<file path="config.mk">
export PLATFORM = sky130hd
export DESIGN_NAME = uart_tx_arbiter
export DESIGN_NICKNAME = d
export VERILOG_FILES = /design/src/rtl/uart_pkg.sv /design/src/rtl/uart_rr_pick.sv /design/src/rtl/uart_tx_arbiter.sv
export SDC_FILE = /design/constraint.sdc
export NUM_CORES = 1
export LEC_CHECK = 0
export CAP_MARGIN = 20
export CORE_UTILIZATION = 52
export DETAILED_ROUTE_END_ITERATION = 10
export MAX_ROUTING_LAYER = met4
export PLACE_DENSITY = 0.86
export SLEW_MARGIN = 30
export SYNTH_ARGS = -nofsm -noshare
export SYNTH_HDL_FRONTEND = slang
export SYNTH_SLANG_ARGS = --single-unit
export TNS_END_PERCENT = 20
</file>
<file path="constraint.sdc">
create_clock -name i_clk -period 5.85 [get_ports i_clk]
set_input_delay 1.755 -clock i_clk [delete_from_list [all_inputs] [get_ports i_clk]]
set_output_delay 1.755 -clock i_clk [all_outputs]
set_load 0.02 [all_outputs]
</file>
<file path="src/rtl/uart_pkg.sv">
// Shared definitions for the UART transmit arbiter: FSM state encoding and
// default sizing for the requester count and tx_busy launch timeout.
package uart_pkg;

  localparam int DEF_NREQ         = 4;
  localparam int DEF_BUSY_TIMEOUT = 16;

  typedef enum logic [1:0] {
    ST_IDLE    = 2'd0,
    ST_LAUNCH  = 2'd1,
    ST_WAIT_HI = 2'd2,
    ST_WAIT_LO = 2'd3
  } arb_state_e;

endpackage

</file>
<file path="src/rtl/uart_rr_pick.sv">
// Rotating-priority picker: scans the request vector starting at i_ptr and
// wrapping modulo NREQ; returns the first asserted requester as index and one-hot.
module uart_rr_pick
  import uart_pkg::*;
#(
  parameter int NREQ = DEF_NREQ
) (
  input  logic [NREQ-1:0]         i_req,
  input  logic [$clog2(NREQ)-1:0] i_ptr,
  output logic                    o_valid,
  output logic [NREQ-1:0]         o_onehot,
  output logic [$clog2(NREQ)-1:0] o_idx
);

  localparam int IW = $clog2(NREQ);

  logic [IW:0]   w_sum;
  logic [IW-1:0] w_pos;

  always_comb begin
    o_valid  = 1'b0;
    o_onehot = '0;
    o_idx    = '0;
    w_sum    = '0;
    w_pos    = '0;
    for (int k = 0; k < NREQ; k++) begin
      // i_ptr + k wrapped into 0..NREQ-1 without a divider
      w_sum = {1'b0, i_ptr} + (IW+1)'(k);
      if (w_sum >= (IW+1)'(NREQ)) begin
        w_sum = w_sum - (IW+1)'(NREQ);
      end
      w_pos = w_sum[IW-1:0];
      if (!o_valid && i_req[w_pos]) begin
        o_valid         = 1'b1;
        o_idx           = w_pos;
        o_onehot[w_pos] = 1'b1;
      end
    end
  end

endmodule

</file>
<file path="src/rtl/uart_tx_arbiter.sv">
// Shares one uart_tx between NREQ byte requesters. Round-robin by default;
// define UART_ARB_FIXED_PRI_EN for fixed priority (lowest index wins, no pointer).
module uart_tx_arbiter
  import uart_pkg::*;
#(
  parameter int NREQ         = DEF_NREQ,
  parameter int BUSY_TIMEOUT = DEF_BUSY_TIMEOUT
) (
  input  logic                    i_clk,
  input  logic                    i_rst,
  input  logic [NREQ-1:0]         i_req,
  input  logic [8*NREQ-1:0]       i_req_data,
  output logic [NREQ-1:0]         o_gnt,
  output logic [NREQ-1:0]         o_done,
  output logic                    o_err,
  output logic                    o_tx_start,
  output logic [7:0]              o_tx_data,
  input  logic                    i_tx_busy,
  output logic [$clog2(NREQ)-1:0] o_owner,
  output arb_state_e              o_state
);

  localparam int IW = $clog2(NREQ);
  localparam int CW = $clog2(BUSY_TIMEOUT + 1);

  // Handshake: a requester holds i_req[i] high with stable data until o_gnt[i]
  // pulses; the arbiter only samples requests in IDLE while i_tx_busy is low.
  arb_state_e    r_state, w_state_nxt;
  logic [NREQ-1:0] r_gnt, w_gnt_nxt;
  logic [NREQ-1:0] r_done, w_done_nxt;
  logic          r_err, w_err_nxt;
  logic          r_start, w_start_nxt;
  logic [7:0]    r_data, w_data_nxt;
  logic [IW-1:0] r_owner, w_owner_nxt;
  logic [CW-1:0] r_cnt, w_cnt_nxt;

  logic          w_pick_valid;
  logic [NREQ-1:0] w_pick_onehot;
  logic [IW-1:0] w_pick_idx;
  logic [IW-1:0] w_ptr;
  logic          w_launch;

  assign w_launch = (r_state == ST_IDLE) && w_pick_valid && !i_tx_busy;

`ifdef UART_ARB_FIXED_PRI_EN
  assign w_ptr = '0;
`else
  logic [IW-1:0] r_ptr, w_ptr_nxt;

  assign w_ptr = r_ptr;

  always_comb begin
    w_ptr_nxt = r_ptr;
    if (w_launch) begin
      w_ptr_nxt = (w_pick_idx == IW'(NREQ - 1)) ? '0 : w_pick_idx + 1'b1;
    end
  end

  always_ff @(posedge i_clk) begin
    if (i_rst) begin
      r_ptr <= '0;
    end else begin
      r_ptr <= w_ptr_nxt;
    end
  end
`endif

  uart_rr_pick #(.NREQ(NREQ)) u_pick (
    .i_req    (i_req),
    .i_ptr    (w_ptr),
    .o_valid  (w_pick_valid),
    .o_onehot (w_pick_onehot),
    .o_idx    (w_pick_idx)
  );

  always_comb begin
    w_state_nxt = r_state;
    w_gnt_nxt   = '0;
    w_done_nxt  = '0;
    w_err_nxt   = 1'b0;
    w_start_nxt = 1'b0;
    w_data_nxt  = r_data;
    w_owner_nxt = r_owner;
    w_cnt_nxt   = r_cnt;
    case (r_state)
      ST_IDLE: begin
        if (w_launch) begin
          w_state_nxt = ST_LAUNCH;
          w_gnt_nxt   = w_pick_onehot;
          w_start_nxt = 1'b1;
          w_data_nxt  = i_req_data[8*w_pick_idx +: 8];
          w_owner_nxt = w_pick_idx;
        end
      end
      ST_LAUNCH: begin
        w_state_nxt = ST_WAIT_HI;
        w_cnt_nxt   = '0;
      end
      ST_WAIT_HI: begin
        if (i_tx_busy) begin
          w_state_nxt = ST_WAIT_LO;
        end else if (r_cnt == CW'(BUSY_TIMEOUT - 1)) begin
          // uart_tx never acknowledged the launch: give up without a done
          w_err_nxt   = 1'b1;
          w_state_nxt = ST_IDLE;
        end else begin
          w_cnt_nxt = r_cnt + 1'b1;
        end
      end
      ST_WAIT_LO: begin
        if (!i_tx_busy) begin
          w_done_nxt  = NREQ'(1) << r_owner;
          w_state_nxt = ST_IDLE;
        end
      end
      default: w_state_nxt = ST_IDLE;
    endcase
  end

  always_ff @(posedge i_clk) begin
    if (i_rst) begin
      r_state <= ST_IDLE;
      r_gnt   <= '0;
      r_done  <= '0;
      r_err   <= 1'b0;
      r_start <= 1'b0;
      r_data  <= 8'h00;
      r_owner <= '0;
      r_cnt   <= '0;
    end else begin
      r_state <= w_state_nxt;
      r_gnt   <= w_gnt_nxt;
      r_done  <= w_done_nxt;
      r_err   <= w_err_nxt;
      r_start <= w_start_nxt;
      r_data  <= w_data_nxt;
      r_owner <= w_owner_nxt;
      r_cnt   <= w_cnt_nxt;
    end
  end

  assign o_gnt      = r_gnt;
  assign o_done     = r_done;
  assign o_err      = r_err;
  assign o_tx_start = r_start;
  assign o_tx_data  = r_data;
  assign o_owner    = r_owner;
  assign o_state    = r_state;

endmodule
</file>
# Yosys cells after proc, flatten, opt, wreduce, memory -nomap -nowiden

Cells that the tools add are included.

Bits of input ports: 39
Output and inout bits: 22
Bits in registers: 29

Shift operators: 2
Reductions and logical operators: 22
Eq/ne operators: 10
$lt $le $gt $ge: 12
Add/subtract/negate cells: 9
Multiplexer cells: 43
Bitwise gates (word level): 7

Operators by type and width:

| cell                                                                                | count |
|---|---|
| 32-bit by 6-bit variable part select with 8-bit output                              | 1 |
| 2-bit two-way mux                                                                   | 13 |
| 4-bit two-way mux                                                                   | 4 |
| 1-bit two-way mux                                                                   | 14 |
| 2-bit by 3-bit less-than comparator with 1-bit output, second input constant        | 4 |
| 4-bit bitwise OR                                                                    | 3 |
| 5-bit two-way mux                                                                   | 2 |
| 5-bit case mux with 2 select lines                                                  | 1 |
| 3-bit greater-or-equal comparator, second input constant                            | 3 |
| 1-bit logical AND                                                                   | 9 |
| 3-bit OR reduction                                                                  | 3 |
| 1-bit binary-select mux with 2-bit select                                           | 4 |
| 1-bit demux with 2-bit select                                                       | 4 |
| 2-bit by 1-bit greater-or-equal comparator with 1-bit output, second input constant | 4 |
| 2-bit inequality test, second input constant                                        | 4 |
| 2-bit case mux with 4 select lines                                                  | 1 |
| 2-bit by 1-bit subtractor with 2-bit output, second input constant                  | 4 |
| 2-bit by 2-bit adder with 3-bit output, second input constant                       | 2 |
| 2-bit == test, second input constant                                                | 3 |
| 3-bit AND reduction                                                                 | 2 |
| 5-bit by 1-bit adder with 5-bit output, second input constant                       | 1 |
| 5-bit by 4-bit == test with 1-bit output, second input constant                     | 1 |
| 1-bit zero test                                                                     | 4 |
| 1-bit NOT                                                                           | 4 |
| 10 further kinds                                                                    | 10 |

# Logic depth before layout (Yosys ltp)

Depth after elaboration: 18
Depth in mapped cells: 12

# Modules after synthesis

From an unflattened synthesis, not the netlist that was laid out.

Cell total of the unflattened synthesis: 173
Area, all modules: 1650.3 um^2

By module, submodules not included:

| module          | sequential area each (um^2) | times used | cells each | area an instance (um^2) |
|---|---|---|---|---|
| uart_tx_arbiter | 580.6                       | 1          | 128        | 1231.2 |
| uart_rr_pick    | 0.0                         | 1          | 45         | 419.2 |

# Worst setup path after synthesis

OpenSTA, ideal clock, no wires.

Path kind: input to register
Start: input port i_req[3]
End: register r_data[2] (netlist: o_tx_data[2])
Library setup time: 0.117 ns
Path slack: 2.436 ns
Stages: 7
Required time: 5.733 ns
Arrival: 3.296 ns
Cell sequence: buf_4 mux4_2 o21ba_4 o22ai_4 o21ai_2 o211ai_1 a32o_1

Word-level cells in the longest chain between the ends: 15
Elaborated cells between the ends (all ways): 26

RTL lines:

| element                                                                                            | line                   | source |
|---|---|---|
| from (decl)                                                                                        | uart_tx_arbiter.sv:11  | `input logic [NREQ-1:0] i_req,` |
| parallel branches: the longest is 15 deep, another holds 1-bit binary-select mux with 2-bit select | --                     |  |
| to (signal assigned)                                                                               | uart_tx_arbiter.sv:136 | `r_data <= w_data_nxt;` |
| to (decl)                                                                                          | uart_tx_arbiter.sv:33  | `logic [7:0] r_data, w_data_nxt;` |

Several ways; the timed one is not identified. The select of a mux whose other input is x is not followed.
A chain may end at the register's enable or synchronous reset.

# Worst setup path after layout

Start: input port i_req[2]
End: register r_data[5] (netlist: o_tx_data[5])

Same word-level chain as after synthesis.

==> results.md <==
- Run status: finished clean
- Largest cells by area after synthesis: dfxtp_1, a221o_1, ha_1, mux2_2, a21oi_1
- DP HPWL: about 3900 um
- CTS tree: built
- Proportion of netlist area held by the largest area contributor: 27.5%
- Depth of the CTS H-tree: 2
- Slew of the pin with the lowest slew margin: 687 ps
- Detailed router's first-iteration violation count: between 300 and 400
- Starting utilization of the core area: a little under three fifths
- Final routed wire length divided by cell count: around 17 um
- Post-Syn Area: roughly 2100 um^2
- Count of cell types in the netlist: 50
- Clock transition at path regs: 60 ps
- Launching point of the worst reg2reg path: r_ptr[1]
- Share of flip-flops with an asynchronous set or reset: 0%
- Max Fclk: ~250 MHz
- Data required time of the worst path: approximately 6000 ps
- Critical path capture point: o_tx_data[5]
- Syn Nets: 288
- Post-DR vias/cell: between 6 and 7
- Worst r2r path cells: 8
- Worst Path Class, Setup: in2reg
- Worst slew margin: a little over half
- Worst min-delay path category: reg2reg
- Post-synth top cells: dfxtp_1, a21oi_1, nor2_1
- Fraction of the yosys area taken by sequential cells: 27.5%
- CTS Buf Count: 5
- Total power divided by cell area: 274 nW/um^2
- Io pins: just over 60
- GRT met2 Usage: between 40% and 50%
- Layout cell share with drive strength beyond 1: between 10% and 20%
- DRC violations left: 0
- Clock tree buffer depth: 2
- Leftover overflow at the end of global routing: 0
- Via count of the first global-routing pass: roughly 2,000
- Number of hold buffers added after cts: 0
- Weighted congestion reported at the end of routability-driven placement: ~0.94
- Time the worst path needs with I/O delays and setup: about 4000 ps
- Number of rows in the core area: 22
- Worst clock skew: 6.80 ps
- Number of warnings printed during yosys synthesis: 0
- Post-synth top flop: dfxtp_1
- Syn-to-layout area delta: 31.2%
- Worst path arrival time: 4230 ps
- Number of iterations in the first detailed-routing pass: 5
- Busiest metal layer after global routing: met2
- Standby leakage power: 0.951 nW
- Die ar.: 4320 um^2
- M3 GR Usage: between 7 and 8%
- Met1 track demand over resource in global routing: 40.1%
- Wire length of the first global-routing pass: 9380 um
- CP startpoint: i_req[2]
- Setup total negative slack: 0 ps
- Initial antenna violation count: 0
- Worst reg2reg path endpoint: o_tx_data[5]
- Ant diodes: 0
- Count of endpoints failing hold in the final timing report: 0
- Flops & latches, synth: 29
- Final setup viols: 0
- Root cell of the clock tree: clkbuf_8
- Share of the cycle needed by the critical path after routing: between 60% and 70%
- Startpoint class of the critical path: primary input
- Buffers inserted by post-CTS timing repair: 0
- Cells after Synth: 239
- RSZ-0062 raised after global routing: false
- Library cell occupying the most area in the post-synthesis netlist: dfxtp_1
- Die Width: 65.7 um
- Number of I/O port buffers: 60
- Antenna-violating nets left: 0
- Register-to-register setup slack: roughly 2800 ps
- Synthesized area per cell: 8.84 um^2
- Max Transition Viols Final: 0
- Number of clock sinks: 29
- Peak VDD IR: between 150 and 200 uV
- Count of flip-flops with a built-in enable after synthesis: 0
- Via Count: between 2,000 and 2,500
- Setup WS post-layout: 1780 ps
- Kind of end point of the critical path: register
- Number of max-cap violations: 0
- Clk Latency, worst-skew pair: approximately 280 ps
- Total number of nets in the final design: approximately 340
- Routed wire length: approximately 5800 um
- Total routing resource utilization after global routing: 29.3%
- Core area: between 3000 and 4000 um^2
- Chip Height: roughly 66 um
- Maximum number of pins on one net before global-route repair: 28
- Most common cell in the netlist: dfxtp_1
- Worst slack at placement: between 1500 and 2000 ps
- Highest fanout seen on the critical path: 14
- Post-CTS sizing: 0
==> critical path, stage by stage <==
cell	delay, ps
clkdlybuf4s50_1	580
mux4_2	630
nor2b_2	500
o21ai_2	140
o21a_1	240
a221oi_1	300
a21oi_1	70
==> layout make-up <==
cell class / count / area [um^2]
Multi-Input combinational cell: 187 / 1420
Clock buffer: 6 / 72.6
Fill cell: 291 / 1000
Clock inverter: 2 / 10.0
Sequential cell: 29 / 581
Tap cell: 48 / 60.1
Timing Repair Buffer: 61 / 608
Inverter: 5 / 18.8
==> flip-flops by register name, indices dropped and copies added, names as in the netlist <==
register / cells
o_owner: 2
r_cnt: 5
o_gnt: 4
o_err: 1
r_ptr: 2
o_done: 4
o_tx_data: 8
o_tx_start: 1
o_state: 2
==> cells by family after synthesis <==
group | after synthesis | synth area share (%)
AO/OA/AOI/OAI | 85 | 30.7
AND/OR/NAND/NOR | 72 | 18.9
flip-flops | 29 | 27.5
buffers and inverters | 23 | 5.21
multiplexers | 17 | 10.5
adder cells (fa/ha/maj) | 10 | 5.92
XOR/XNOR | 3 | 1.24
==> metrics by stage <==
step	cell area (um^2)	util, %	cells	hold slack (ps)	power, mW
5_1_grt	2770	73.5	338	526	0.798
3_5_place_dp	2690	71.3	330	480	0.594
6_report	2770	73.5	338	496	0.759
4_1_cts	2770	73.5	338	499	0.753
3_3_place_gp	2690	71.3	330	479	0.589
2_1_floorplan	2110	-	239	464	0.491
==> where the power goes <==
group,switching [mW],total (mW),internal (mW)
clock,0.0794,0.162,0.0823
sequential,0.0212,0.238,0.217
combinational,0.196,0.360,0.164
==> worst min path at each step <==
| stage | slack [ps] | cells past startpoint | start | to |
|---|---|---|---|---|
| finish | 500 | 1 | o_owner[0] | o_done[2] |
| global route | 530 | 2 | r_cnt[1] | r_cnt[1] |
| CTS | 500 | 1 | o_owner[0] | o_done[2] |
| detailed placement | 480 | 1 | o_owner[0] | o_done[2] |
| global placement | 480 | 1 | o_owner[0] | o_done[2] |
| floorplan | 460 | 2 | r_cnt[4] | r_cnt[4] |
==> per-layer routing <==
metal,up-vias,wire length [um]
met5,-,0
met4,0,82
met3,9,640
met2,136,2480
met1,1023,2550
li1,1030,-
==> cell usage in the layout, fill, tap and decap left out, types with 8 or more instances in the layout <==
master and instances:
a21oi_1 21, a221o_1 14, a221oi_1 11, clkdlybuf4s50_1 60, dfxtp_1 29, ha_1 10, mux2_2 11, nand2_1 15
nand3b_1 8, nor2_1 20
No activity file was read; power rests on OpenSTA's default activity.
